--- src/rtl/sp_ram_arb_pkg.sv ---
// Shared types for the two-master single-port RAM arbiter.
// Latency: n/a (types and helpers only).
// Backpressure: n/a.
package sp_ram_arb_pkg;

    // Master identifiers: M0 = core data port, M1 = debug/loader port.
    typedef enum logic {
        MST_M0 = 1'b0,
        MST_M1 = 1'b1
    } mst_id_e;

    // Single response stage. It records who was granted and how the beat
    // must be answered one cycle later.
    typedef struct packed {
        logic    valid;  // a grant happened in the previous cycle
        mst_id_e id;     // master that owns the response
        logic    err;    // address was outside the RAM
        logic    rd;     // in-range read: return RAM data
    } resp_t;

    // Returns the opposite master. Used to rotate the round-robin pointer.
    function automatic mst_id_e other_mst(input mst_id_e m);
        return (m == MST_M0) ? MST_M1 : MST_M0;
    endfunction

endpackage

--- src/rtl/sp_ram_arbiter.sv ---
// Two-master round-robin arbiter and sole driver of a 1-cycle-latency single-port RAM.
// Latency: grant is combinational in the request cycle; rvalid/rdata/err follow one cycle later.
// Backpressure: a master holds its request until granted; responses are never stalled.
//
// Ports:
//   clk, rstn_i                     clock, synchronous active-low reset
//   mN_req_i/_gnt_o                 request / same-cycle grant (N = 0, 1)
//   mN_addr_i/_we_i/_be_i/_wdata_i  byte address, write flag, byte enables, write data
//   mN_rvalid_o/_rdata_o/_err_o     one-cycle-later response, read data, range error
//   ram_*                           RAM command (en/addr/we/be/wdata) and read data return
module sp_ram_arbiter
    import sp_ram_arb_pkg::*;
#(
    parameter int unsigned RAM_SIZE   = 32768,
    parameter int unsigned ADDR_WIDTH = $clog2(RAM_SIZE),
    parameter int unsigned DATA_WIDTH = 32,
    parameter int unsigned BUS_AW     = 32
) (
    input  logic                    clk,
    input  logic                    rstn_i,

    input  logic                    m0_req_i,
    output logic                    m0_gnt_o,
    input  logic [BUS_AW-1:0]       m0_addr_i,
    input  logic                    m0_we_i,
    input  logic [DATA_WIDTH/8-1:0] m0_be_i,
    input  logic [DATA_WIDTH-1:0]   m0_wdata_i,
    output logic                    m0_rvalid_o,
    output logic [DATA_WIDTH-1:0]   m0_rdata_o,
    output logic                    m0_err_o,

    input  logic                    m1_req_i,
    output logic                    m1_gnt_o,
    input  logic [BUS_AW-1:0]       m1_addr_i,
    input  logic                    m1_we_i,
    input  logic [DATA_WIDTH/8-1:0] m1_be_i,
    input  logic [DATA_WIDTH-1:0]   m1_wdata_i,
    output logic                    m1_rvalid_o,
    output logic [DATA_WIDTH-1:0]   m1_rdata_o,
    output logic                    m1_err_o,

    output logic                    ram_en_o,
    output logic [ADDR_WIDTH-1:0]   ram_addr_o,
    output logic                    ram_we_o,
    output logic [DATA_WIDTH/8-1:0] ram_be_o,
    output logic [DATA_WIDTH-1:0]   ram_wdata_o,
    input  logic [DATA_WIDTH-1:0]   ram_rdata_i
);

    localparam int unsigned BE_W = DATA_WIDTH / 8;

    // One extra bit so that RAM_SIZE itself is representable for the compare,
    // even when RAM_SIZE == 2**BUS_AW.
    localparam logic [BUS_AW:0] RAM_LIMIT = (BUS_AW + 1)'(RAM_SIZE);

    // Masters gathered into arrays so the winner can be selected by index.
    logic [1:0]            req;
    logic [BUS_AW-1:0]     addr  [2];
    logic                  we    [2];
    logic [BE_W-1:0]       be    [2];
    logic [DATA_WIDTH-1:0] wdata [2];

    assign req      = {m1_req_i, m0_req_i};
    assign addr[0]  = m0_addr_i;
    assign addr[1]  = m1_addr_i;
    assign we[0]    = m0_we_i;
    assign we[1]    = m1_we_i;
    assign be[0]    = m0_be_i;
    assign be[1]    = m1_be_i;
    assign wdata[0] = m0_wdata_i;
    assign wdata[1] = m1_wdata_i;

    mst_id_e rr_ptr_q, rr_ptr_d;
    resp_t   resp_q, resp_d;

    mst_id_e win;
    logic    win_idx;
    logic    gnt_any;
    logic    in_range;
    logic    rsp_live;

    // Arbitration. Grants are suppressed while reset is asserted so that
    // nothing reaches the RAM during reset.
    always_comb begin
        win      = MST_M0;
        gnt_any  = 1'b0;
        rr_ptr_d = rr_ptr_q;
        if (rstn_i) begin
            unique case (req)
                2'b01: begin
                    win     = MST_M0;
                    gnt_any = 1'b1;
                end
                2'b10: begin
                    win     = MST_M1;
                    gnt_any = 1'b1;
                end
                2'b11: begin
                    // Only contested grants move the pointer, so a lone
                    // requester cannot steal the other master's next turn.
                    win      = rr_ptr_q;
                    gnt_any  = 1'b1;
                    rr_ptr_d = other_mst(rr_ptr_q);
                end
                default: begin
                    win     = MST_M0;
                    gnt_any = 1'b0;
                end
            endcase
        end
    end

    assign win_idx  = win;
    assign m0_gnt_o = gnt_any & (win == MST_M0);
    assign m1_gnt_o = gnt_any & (win == MST_M1);

    // Range check on the full bus address, not on the truncated RAM address.
    assign in_range = ({1'b0, addr[win_idx]} < RAM_LIMIT);

    // RAM command. An out-of-range beat is still granted but never enables the RAM.
    assign ram_en_o    = gnt_any & in_range;
    assign ram_addr_o  = addr[win_idx][ADDR_WIDTH-1:0];
    assign ram_we_o    = gnt_any & we[win_idx];
    assign ram_be_o    = gnt_any ? be[win_idx] : '0;
    assign ram_wdata_o = wdata[win_idx];

    // Response stage loaded every cycle; a cycle without a grant loads an empty slot.
    always_comb begin
        resp_d       = '0;
        resp_d.valid = gnt_any;
        resp_d.id    = win;
        resp_d.err   = gnt_any & ~in_range;
        resp_d.rd    = gnt_any & in_range & ~we[win_idx];
    end

    always_ff @(posedge clk) begin
        if (!rstn_i) begin
            rr_ptr_q <= MST_M0;
            resp_q   <= '0;
        end else begin
            rr_ptr_q <= rr_ptr_d;
            resp_q   <= resp_d;
        end
    end

    // A response still in the stage when reset arrives is discarded by
    // gating with rstn_i, so it never shows up in the reset cycle itself.
    assign rsp_live = resp_q.valid & rstn_i;

    assign m0_rvalid_o = rsp_live & (resp_q.id == MST_M0);
    assign m1_rvalid_o = rsp_live & (resp_q.id == MST_M1);

    // RAM read data passes straight through; writes and errors return zero.
    assign m0_rdata_o = (m0_rvalid_o & resp_q.rd) ? ram_rdata_i : '0;
    assign m1_rdata_o = (m1_rvalid_o & resp_q.rd) ? ram_rdata_i : '0;
    assign m0_err_o   = m0_rvalid_o & resp_q.err;
    assign m1_err_o   = m1_rvalid_o & resp_q.err;

endmodule

--- config.mk ---
export PLATFORM = sky130hd
export DESIGN_NAME = sp_ram_arbiter
export DESIGN_NICKNAME = d
export VERILOG_FILES = /design/src/rtl/sp_ram_arb_pkg.sv /design/src/rtl/sp_ram_arbiter.sv
export SDC_FILE = /design/constraint.sdc
export NUM_CORES = 1
export LEC_CHECK = 0
export BUFFER_PORTS_ARGS = -buffer_cell sky130_fd_sc_hd__buf_2
export CAP_MARGIN = 25
export CORE_AREA = 2 2 114 116
export DETAILED_ROUTE_END_ITERATION = 16
export DIE_AREA = 0 0 116 118
export PLACE_DENSITY = 0.46
export SYNTH_ARGS = -nofsm -noshare
export SYNTH_HDL_FRONTEND = slang
export SYNTH_SLANG_ARGS = --single-unit
--- constraint.sdc ---
create_clock -name clk -period 2.9 [get_ports clk]
set_clock_uncertainty 0.05 [all_clocks]
set_input_delay 0.58 -clock clk [delete_from_list [all_inputs] [get_ports clk]]
set_output_delay 0.58 -clock clk [all_outputs]
set_load 0.02 [all_outputs]
Word level (Yosys, flattened, before mapping)
Index checks and enable logic that the tools add are counted.
Widths: inputs -> output; s select.

storage, ports and cells
  output and inout bits = 123
  input bits = 174
  register bits = 5
  word-level logic and storage cells = 49

operators by class
  bitwise gates (word level) = 18
  eq/ne operators = 3
  mux-type cells = 20
  $lt $le $gt $ge = 2
  reductions and logical operators = 1

operators by type and width
  cell                  number
  $mux 32               8
  $lt 32x16->1 const B  1
  $mux 4                4
  $and 1x1->1           13
  $mux 1                7
  $eq 2x2->1 const B    2
  $not 1->1             4
  $reduce_or 3->1       1
  $eq 2x1->1 const B    1
  $ge 2x2->1 const B    1
  $not 1->2             1
  $pmux 1 s2            1

Longest topological paths before layout
Gate-level depths: netlist (run 1).

  depth in word-level cells = 10
  mapped depth = 6
  mapped depth without buffers = 5

Worst setup path after synthesis (run 1)
OpenSTA, ideal clock, no wires.

  kind = input to output
  start point = input m0_req_i
  end point = output ram_be_o[0]
  data required time = 2270 ps
  setup slack = 748 ps
  stages on the path = 5
  arrival time = 1522 ps
  buffers on the path = 0
  cells stage by stage = inv_2 -> o211ai_4 -> inv_2 -> nor2_2 -> a22o_1

between the ends
  longest elaborated chain between the ends = 8
  elaborated cells on any way between the ends = 13
  those cells by class = eq/ne (3); mux (8); bitwise (1); reduce/logical (1)

RTL lines
  element                                     RTL line               RTL
  start: declaration                          sp_ram_arbiter.sv:22   input logic m0_req_i,
  $eq 2x2->1                                  sp_ram_arbiter.sv:89   unique case (req)
  $pmux 1 s2                                  sp_ram_arbiter.sv:89
  $mux 1                                      sp_ram_arbiter.sv:88   if (rstn_i) begin
  $not 1->2 (implied by the code)             sp_ram_arbiter.sv:124  assign ram_be_o = gnt_any ? be[win_idx] : '0;
  $mux 4 (implied by the code) (3 in series)  sp_ram_arbiter.sv:124
  $mux 4 *                                    sp_ram_arbiter.sv:124
  end: declaration                            sp_ram_arbiter.sv:45   output logic [DATA_WIDTH/8-1:0] ram_be_o,

Mark *: on every way between the ends. The rest lies on a longest branch, timed or not. The select of a mux whose other input is x is not followed.

Final worst setup path (run 1)
  start point = input m0_req_i
  end point = output ram_wdata_o[7]

between the ends
  longest elaborated chain between the ends = 7
  elaborated cells on any way between the ends = 8
  those cells by class = eq/ne (2); mux (5); bitwise (1)

RTL lines
  element                                        RTL line               RTL
  $eq 2x2->1                                     sp_ram_arbiter.sv:89
  $pmux 1 s2 *                                   sp_ram_arbiter.sv:89
  $mux 1 *                                       sp_ram_arbiter.sv:88
  $not 1->2 (implied by the code) *              sp_ram_arbiter.sv:125  assign ram_wdata_o = wdata[win_idx];
  $mux 32 (implied by the code) * (3 in series)  sp_ram_arbiter.sv:125
  end: declaration                               sp_ram_arbiter.sv:46   output logic [DATA_WIDTH-1:0] ram_wdata_o,

Marked as above.

==> impl_summary.log, run 1 <==
INFO  metric cp.arrival = 1800 ps
INFO  metric grt_first_pass_wirelength = 11700 µm
INFO  metric coreArea = about 0.012 mm²
INFO  metric insertedDiodeCount = 0
INFO  metric synth_cell_types = 25
INFO  metric design.final.nets = 731
INFO  metric dieHeight = 118 µm
INFO  metric floorplan.initialDensity = 0.112
INFO  metric synth.cell_area = 0.00139 mm²
INFO  metric timing.max_slew.rel_slack = 0.718
INFO  metric criticalPathCategory = input pin to primary output
INFO  metric report.final.hold_viol_count = 0
INFO  metric synth_sequential_area_ratio = 0.0721
INFO  metric cellLeakagePower = ~2.3 nW
INFO  metric starting_drc_count_in_detailed_routing = 51
INFO  metric tritoncts_buffer_count = 3
INFO  metric min_path_type = flip-flop to flip-flop
INFO  metric final_cell_mix = sky130_fd_sc_hd__buf_2 (296), sky130_fd_sc_hd__nand2_1 (143), sky130_fd_sc_hd__and3_1 (65)
INFO  metric crit_path_end_kind = primary output
INFO  metric routed_via_density = 3.96
INFO  metric vias = 2883
INFO  metric count_of_instances_resized_after_the_clock_tree_is_built = 0
INFO  metric die_area = 0.0137 mm²
INFO  metric rsz0062_at_grt = no
INFO  metric drt_drc_violations_left = 0
INFO  metric groute.usage.overall = 0.106
INFO  metric share_of_final_layout_standard_cells_stronger_than_drive_strength_1 = 0.563
INFO  metric ir_drop = 0.114 mV
INFO  metric period_minus_slack = 2430 ps
INFO  metric router_iterations_before_antenna_repair = 6
INFO  metric first_global_vias = roughly 2500
INFO  metric timing.final.setup_violations = 0
INFO  metric cts_max_path_buffers = 2
INFO  metric ant_nets = 0
INFO  metric clock_tree_from_tritoncts = built
INFO  metric synth_top_area_cell = sky130_fd_sc_hd__nand2_1
INFO  metric io_buffer_count = between 200 and 300
INFO  metric mostFrequentLayoutCell = sky130_fd_sc_hd__buf_2
INFO  metric status = completed
INFO  metric fmax = 0.411 GHz
INFO  metric fin_hold_ws = 573 ps
INFO  metric p_per_area = 216 mW/mm²
INFO  metric post_drt_wl_per_cell = about 11 µm
INFO  metric finish.instance_area = 0.00313 mm²
INFO  metric timing_worst_slew_pin_value = 423 ps
INFO  metric rows = 41
INFO  metric mappedNetlistNets = 446
INFO  metric clock_sink_count = 5
INFO  metric final_max_slew_viol_count = 0
INFO  metric cts_post_setup_buffers_inserted = 0
INFO  metric post-dp-hpwl = 7210 µm
INFO  metric die-width = 116 µm
INFO  metric synth.area.top_cells = sky130_fd_sc_hd__nand2_1 (39%), sky130_fd_sc_hd__and3_1 (29%), sky130_fd_sc_hd__dfxtp_1 (7.2%)
INFO  metric timing.critical_path.from_type = input pin
INFO  metric synthCells = about 270
INFO  metric synth.avg_cell_area = ~5.1 µm²
INFO  metric clock_latency = 220 ps
INFO  metric cts_hold_repair_buffers = 0
INFO  metric layout.cells.non_filler = 728
INFO  metric layout_worst_path_cycle_share = 0.840
INFO  metric wirelength = 8280 µm
INFO  metric cts.htree.levels = 1
INFO  metric grt.overflow.total = 0
INFO  metric area_delta_synth_final = 125%
INFO  metric synth_largest_type_area_fraction = 0.386
INFO  metric max-cap-violations = 0
INFO  metric tns = 0 ps
INFO  metric timing.critical_path.fanout_max = 22
INFO  metric postPlaceCellArea = between 0.003 and 0.004 mm²
INFO  metric initial_antenna_violation_count = 0
INFO  metric grt_start_max_net_pins = 65
INFO  metric synth_warnings = 0
INFO  metric ctsRootBufferMaster = sky130_fd_sc_hd__clkbuf_16
INFO  metric synth.ff_latch_count = 5
INFO  metric placed_cells = 724
INFO  metric clk_pin_slew_worst_paths = 30 ps
INFO  metric globalplace.congestion = 0.710
INFO  metric worstPathRequired = 2270 ps
INFO  metric floorplan.io_pins = 297
-- worst paths after layout --
kind                            startpoint             end  slack [ps]  depth (start not counted)
worst max-delay path              m0_req_i  ram_wdata_o[7]         470                          8
worst min-delay path              rr_ptr_q        rr_ptr_q         570                          2
worst max register to register    rr_ptr_q       resp_q[0]        1390                          5
worst min register to register    rr_ptr_q        rr_ptr_q         570                          2
-- report_power, final --
part           leakage, nW  internal [mW]  total (mW)  switching, mW
registers           0.0414         0.0731      0.0763        0.00311
logic                 2.24          0.165       0.378          0.213
clock network       0.0382          0.182       0.222         0.0401
-- state kept, by name (all words and copies together), names as in the netlist --
register  count
resp_q        4
rr_ptr_q      1
-- synth_stat cells --
cell                         n
sky130_fd_sc_hd__nor4_1      6
sky130_fd_sc_hd__buf_4       2
sky130_fd_sc_hd__nor2_1      3
sky130_fd_sc_hd__nor2_2      2
sky130_fd_sc_hd__buf_2       6
sky130_fd_sc_hd__nand4_1     2
sky130_fd_sc_hd__a22o_1      4
sky130_fd_sc_hd__inv_2       2
sky130_fd_sc_hd__o21a_1      1
sky130_fd_sc_hd__o211ai_4    1
sky130_fd_sc_hd__o211a_1     1
sky130_fd_sc_hd__dfxtp_1     5
sky130_fd_sc_hd__buf_1       2
sky130_fd_sc_hd__o21ai_0     1
sky130_fd_sc_hd__or3_1       2
sky130_fd_sc_hd__xnor2_1     1
sky130_fd_sc_hd__mux2i_1     1
sky130_fd_sc_hd__and2_1      3
sky130_fd_sc_hd__clkbuf_2    2
sky130_fd_sc_hd__clkbuf_1   12
sky130_fd_sc_hd__and3_1     65
sky130_fd_sc_hd__nand2_1   143
sky130_fd_sc_hd__nor3_1      2
sky130_fd_sc_hd__nor3_2      1
sky130_fd_sc_hd__inv_1       2
-- per-stage QoR --
| stage | setup WS (ps) | util | power [mW] |
|---|---|---|---|
| 2_1_floorplan | 748 | - | 0.255 |
| 3_3_place_gp | 454 | 0.246 | 0.458 |
| 3_5_place_dp | 459 | 0.246 | 0.460 |
| 4_1_cts | 457 | 0.252 | 0.688 |
| 5_1_grt | 327 | 0.252 | 0.726 |
| 6_report | 465 | 0.252 | 0.677 |
-- cell families (layout without fill, tap and decap cells) --
kind of cell	after synthesis	after routing	share of synthesized area
multiplexers	1	1	0.00721
AO/OA/AOI/OAI	8	8	0.0568
flip-flops	5	5	0.0721
buffers and inverters	28	312	0.0883
AND/OR/NAND/NOR	229	229	0.769
XOR/XNOR	1	1	0.00631
-- critical path, stage by stage --
cell and delay (ps):
sky130_fd_sc_hd__buf_2 110, sky130_fd_sc_hd__inv_2 60, sky130_fd_sc_hd__o211ai_4 90, sky130_fd_sc_hd__inv_2 300
sky130_fd_sc_hd__buf_4 330, sky130_fd_sc_hd__nand2_1 80, sky130_fd_sc_hd__nand2_1 70, sky130_fd_sc_hd__buf_2 160
-- final cells by class --
cell class | instances | area, µm²
Fill cell | 1426 | 9290
Timing Repair Buffer | 304 | 1550
Multi-Input combinational cell | 239 | 1170
Tap cell | 172 | 215
Sequential cell | 5 | 100
Clock buffer | 4 | 78.8
Inverter | 4 | 15.0
-- routing by layer --
layer	vias up	wire, µm	GRT usage
met5	-	0	0
met3	2	828	0.0118
met4	0	48	0.0246
li1	1457	-	-
met2	189	4290	0.217
met1	1235	3110	0.111
Power figures use the tool's default switching activity.
==> run 2: changes to the inputs <==
CORE_AREA = 2 2 115 117   (was 2 2 114 116)
DIE_AREA = 0 0 117 119   (was 0 0 116 118)
PLACE_DENSITY = 0.45   (was 0.46)
clock period = 2.6 ns   (was 2.9 ns; I/O delays follow)
==> impl_summary.log, run 2 (synthesized netlist as in run 1, its figures left out) <==
INFO  metric fmax = about 0.42 GHz
INFO  metric design.final.nets = 733 (+0.27%)
INFO  metric timing_worst_slew_pin_value = 434 ps (+11.4 ps)
INFO  metric wirelength = 8600 µm (+3.9%)
INFO  metric power.total = 768 µW (+14%)
INFO  metric first_global_vias = 2521 (-0.47%)
INFO  metric ir_drop = 0.106 mV (-7.2%)
INFO  metric floorplan.io_pins = 297 (unchanged)
INFO  metric crit_path_end_kind = primary output
INFO  metric floorplan.initialDensity = 0.108 (-0.00400)
INFO  metric grt_first_pass_wirelength = 12100 µm (+3.5%)
INFO  metric starting_drc_count_in_detailed_routing = 76 (+49%)
INFO  metric insertedDiodeCount = 0 (unchanged)
INFO  metric clock_sink_count = 5 (unchanged)
INFO  metric worst_slack = 218 ps (-247 ps)
INFO  metric cts_max_path_buffers = 2 (unchanged)
INFO  metric post_drt_wl_per_cell = 11.7 µm (+3.0%)
INFO  metric groute.layer.met1.usage = 0.123 (+0.0123)
INFO  metric ant_nets = 0 (unchanged)
INFO  metric period_minus_slack = 2380 ps
INFO  metric most_congested_layer_reported_by_global_routing = met2
INFO  metric report.final.hold_viol_count = 0 (unchanged)
INFO  metric cp.arrival = 1810 ps (about the same)
INFO  metric vias = 2880 (-0.10%)
INFO  metric gr-usage-met3 = 0.0148 (+0.00291)
INFO  metric min_path_type = input pin to flip-flop
INFO  metric tritoncts_buffer_count = 3 (unchanged)
INFO  metric globalplace.congestion = 0.748 (+5.4%)
INFO  metric die-width = 117 µm (+0.86%)
INFO  metric max-cap-violations = 0 (unchanged)
INFO  metric timing.max_slew.rel_slack = 0.710 (-0.00758)
INFO  metric largest_reg_flops = 4 (unchanged)
INFO  metric final_max_slew_viol_count = 0 (unchanged)
INFO  metric io_buffer_count = 296 (unchanged)
INFO  metric drt_drc_violations_left = 0 (unchanged)
INFO  metric worstPathRequired = 2030 ps (-240 ps)
INFO  metric clock_tree_from_tritoncts = built
INFO  metric dieHeight = 119 µm (+0.85%)
INFO  metric routed_via_density = 3.92 (-0.92%)
INFO  metric mostFrequentLayoutCell = sky130_fd_sc_hd__buf_2
INFO  metric grt.overflow.total = 0 (unchanged)
INFO  metric finish.utilization = 0.244 (-0.00804)
INFO  metric initial_antenna_violation_count = 0 (unchanged)
INFO  metric status = completed
INFO  metric criticalPathCategory = input pin to primary output
INFO  metric rows = 42 (+2.4%)
INFO  metric cellLeakagePower = 2.32 nW (+0.12%)
INFO  metric pre_cts_slack = 9.94 ps (-449 ps)
INFO  metric area_delta_synth_final = 126%
INFO  metric post-dp-hpwl = 7460 µm (+3.4%)
INFO  metric groute.usage.overall = 0.110 (+0.00433)
INFO  metric grt_start_max_net_pins = 65 (unchanged)
INFO  metric clk_pin_slew_worst_paths = 30 ps (about the same)
INFO  metric timing.critical_path.fanout_max = 3 (-86%)
INFO  metric fin_hold_ws = 553 ps (-19.2 ps)
INFO  metric timing.final.setup_violations = 0 (unchanged)
INFO  metric clock_latency = 230 ps (about the same)
INFO  metric cts_post_setup_buffers_inserted = 0 (unchanged)
INFO  metric reg.largest.list = resp_q (4), rr_ptr_q (1)
INFO  metric ctsRootBufferMaster = sky130_fd_sc_hd__clkbuf_16
INFO  metric tns = 0 ps (unchanged)
INFO  metric share_of_final_layout_standard_cells_stronger_than_drive_strength_1 = 0.566 (+0.00336)
INFO  metric layout_worst_path_cycle_share = 0.916
INFO  metric timing.critical_path.from_type = input pin
INFO  metric router_iterations_before_antenna_repair = 4 (-2)
INFO  metric cts.htree.levels = 1 (unchanged)
INFO  metric coreArea = 0.0129 mm² (+3.7%)
INFO  metric grtUsageMet2 = 0.217 (+0.000746)
INFO  metric rsz0062_at_grt = no
INFO  metric max_flop_register = resp_q
INFO  metric die_area = 0.0139 mm² (+1.7%)
INFO  metric p_per_area = 244 mW/mm² (+13%)
INFO  metric final_cell_mix = sky130_fd_sc_hd__buf_2 (296), sky130_fd_sc_hd__nand2_1 (143), sky130_fd_sc_hd__and3_1 (65)
## run 2: per-stage QoR
stage          cells  instance area [µm²]
2_1_floorplan    272                 1390
3_3_place_gp     730                 3060
3_5_place_dp     730                 3060
4_1_cts          734                 3140
5_1_grt          734                 3140
6_report         734                 3140
## run 2: path summary, 6_finish.rpt
check                              startpoint         to  slack, ps  cells after the start
worst max-delay path            m1_addr_i[30]   ram_en_o        220                      7
worst min-delay path                   rstn_i   rr_ptr_q        550                      2
worst max register to register       rr_ptr_q  resp_q[0]       1220                      3
worst min register to register       rr_ptr_q   rr_ptr_q        590                      2
## run 2: what timing repair did
| item | in CTS | in global routing |
|---|---|---|
| endpoints found under the setup margin | 0 | 1 |
| gates resized for setup | 0 | 1 |
| hold endpoints to repair | 0 | 0 |
| hold buffers | 0 | 0 |
## run 2: layer usage
| metal | share of wire | routed length (µm) |
|---|---|---|
| met3 | 0.085 | 734 |
| met2 | 0.51 | 4400 |
| met5 | 0 | 0 |
| met4 | 0.0069 | 59 |
| met1 | 0.40 | 3410 |
## run 2: area by class of cell
cell class | instances | area (µm²)
timing repair buffer | 306 | 1560
multi-input combinational | 239 | 1170
sequential | 5 | 100
clock buffer | 4 | 78.8
tap | 176 | 220
fill | 1432 | 9730
inverter | 4 | 15.0
## run 2: report_power, final
| part | total, mW | internal [mW] | switching (mW) |
|---|---|---|---|
| Clock | 0.254 | 0.203 | 0.0506 |
| Combinational | 0.429 | 0.184 | 0.245 |
| Sequential | 0.0851 | 0.0816 | 0.00355 |
## run 2: critical path, stage by stage
cell,delay (ps)
sky130_fd_sc_hd__buf_2,100
sky130_fd_sc_hd__nor4_1,400
sky130_fd_sc_hd__nand4_1,180
sky130_fd_sc_hd__nor3_2,190
sky130_fd_sc_hd__buf_4,150
sky130_fd_sc_hd__o21a_1,90
sky130_fd_sc_hd__buf_2,180
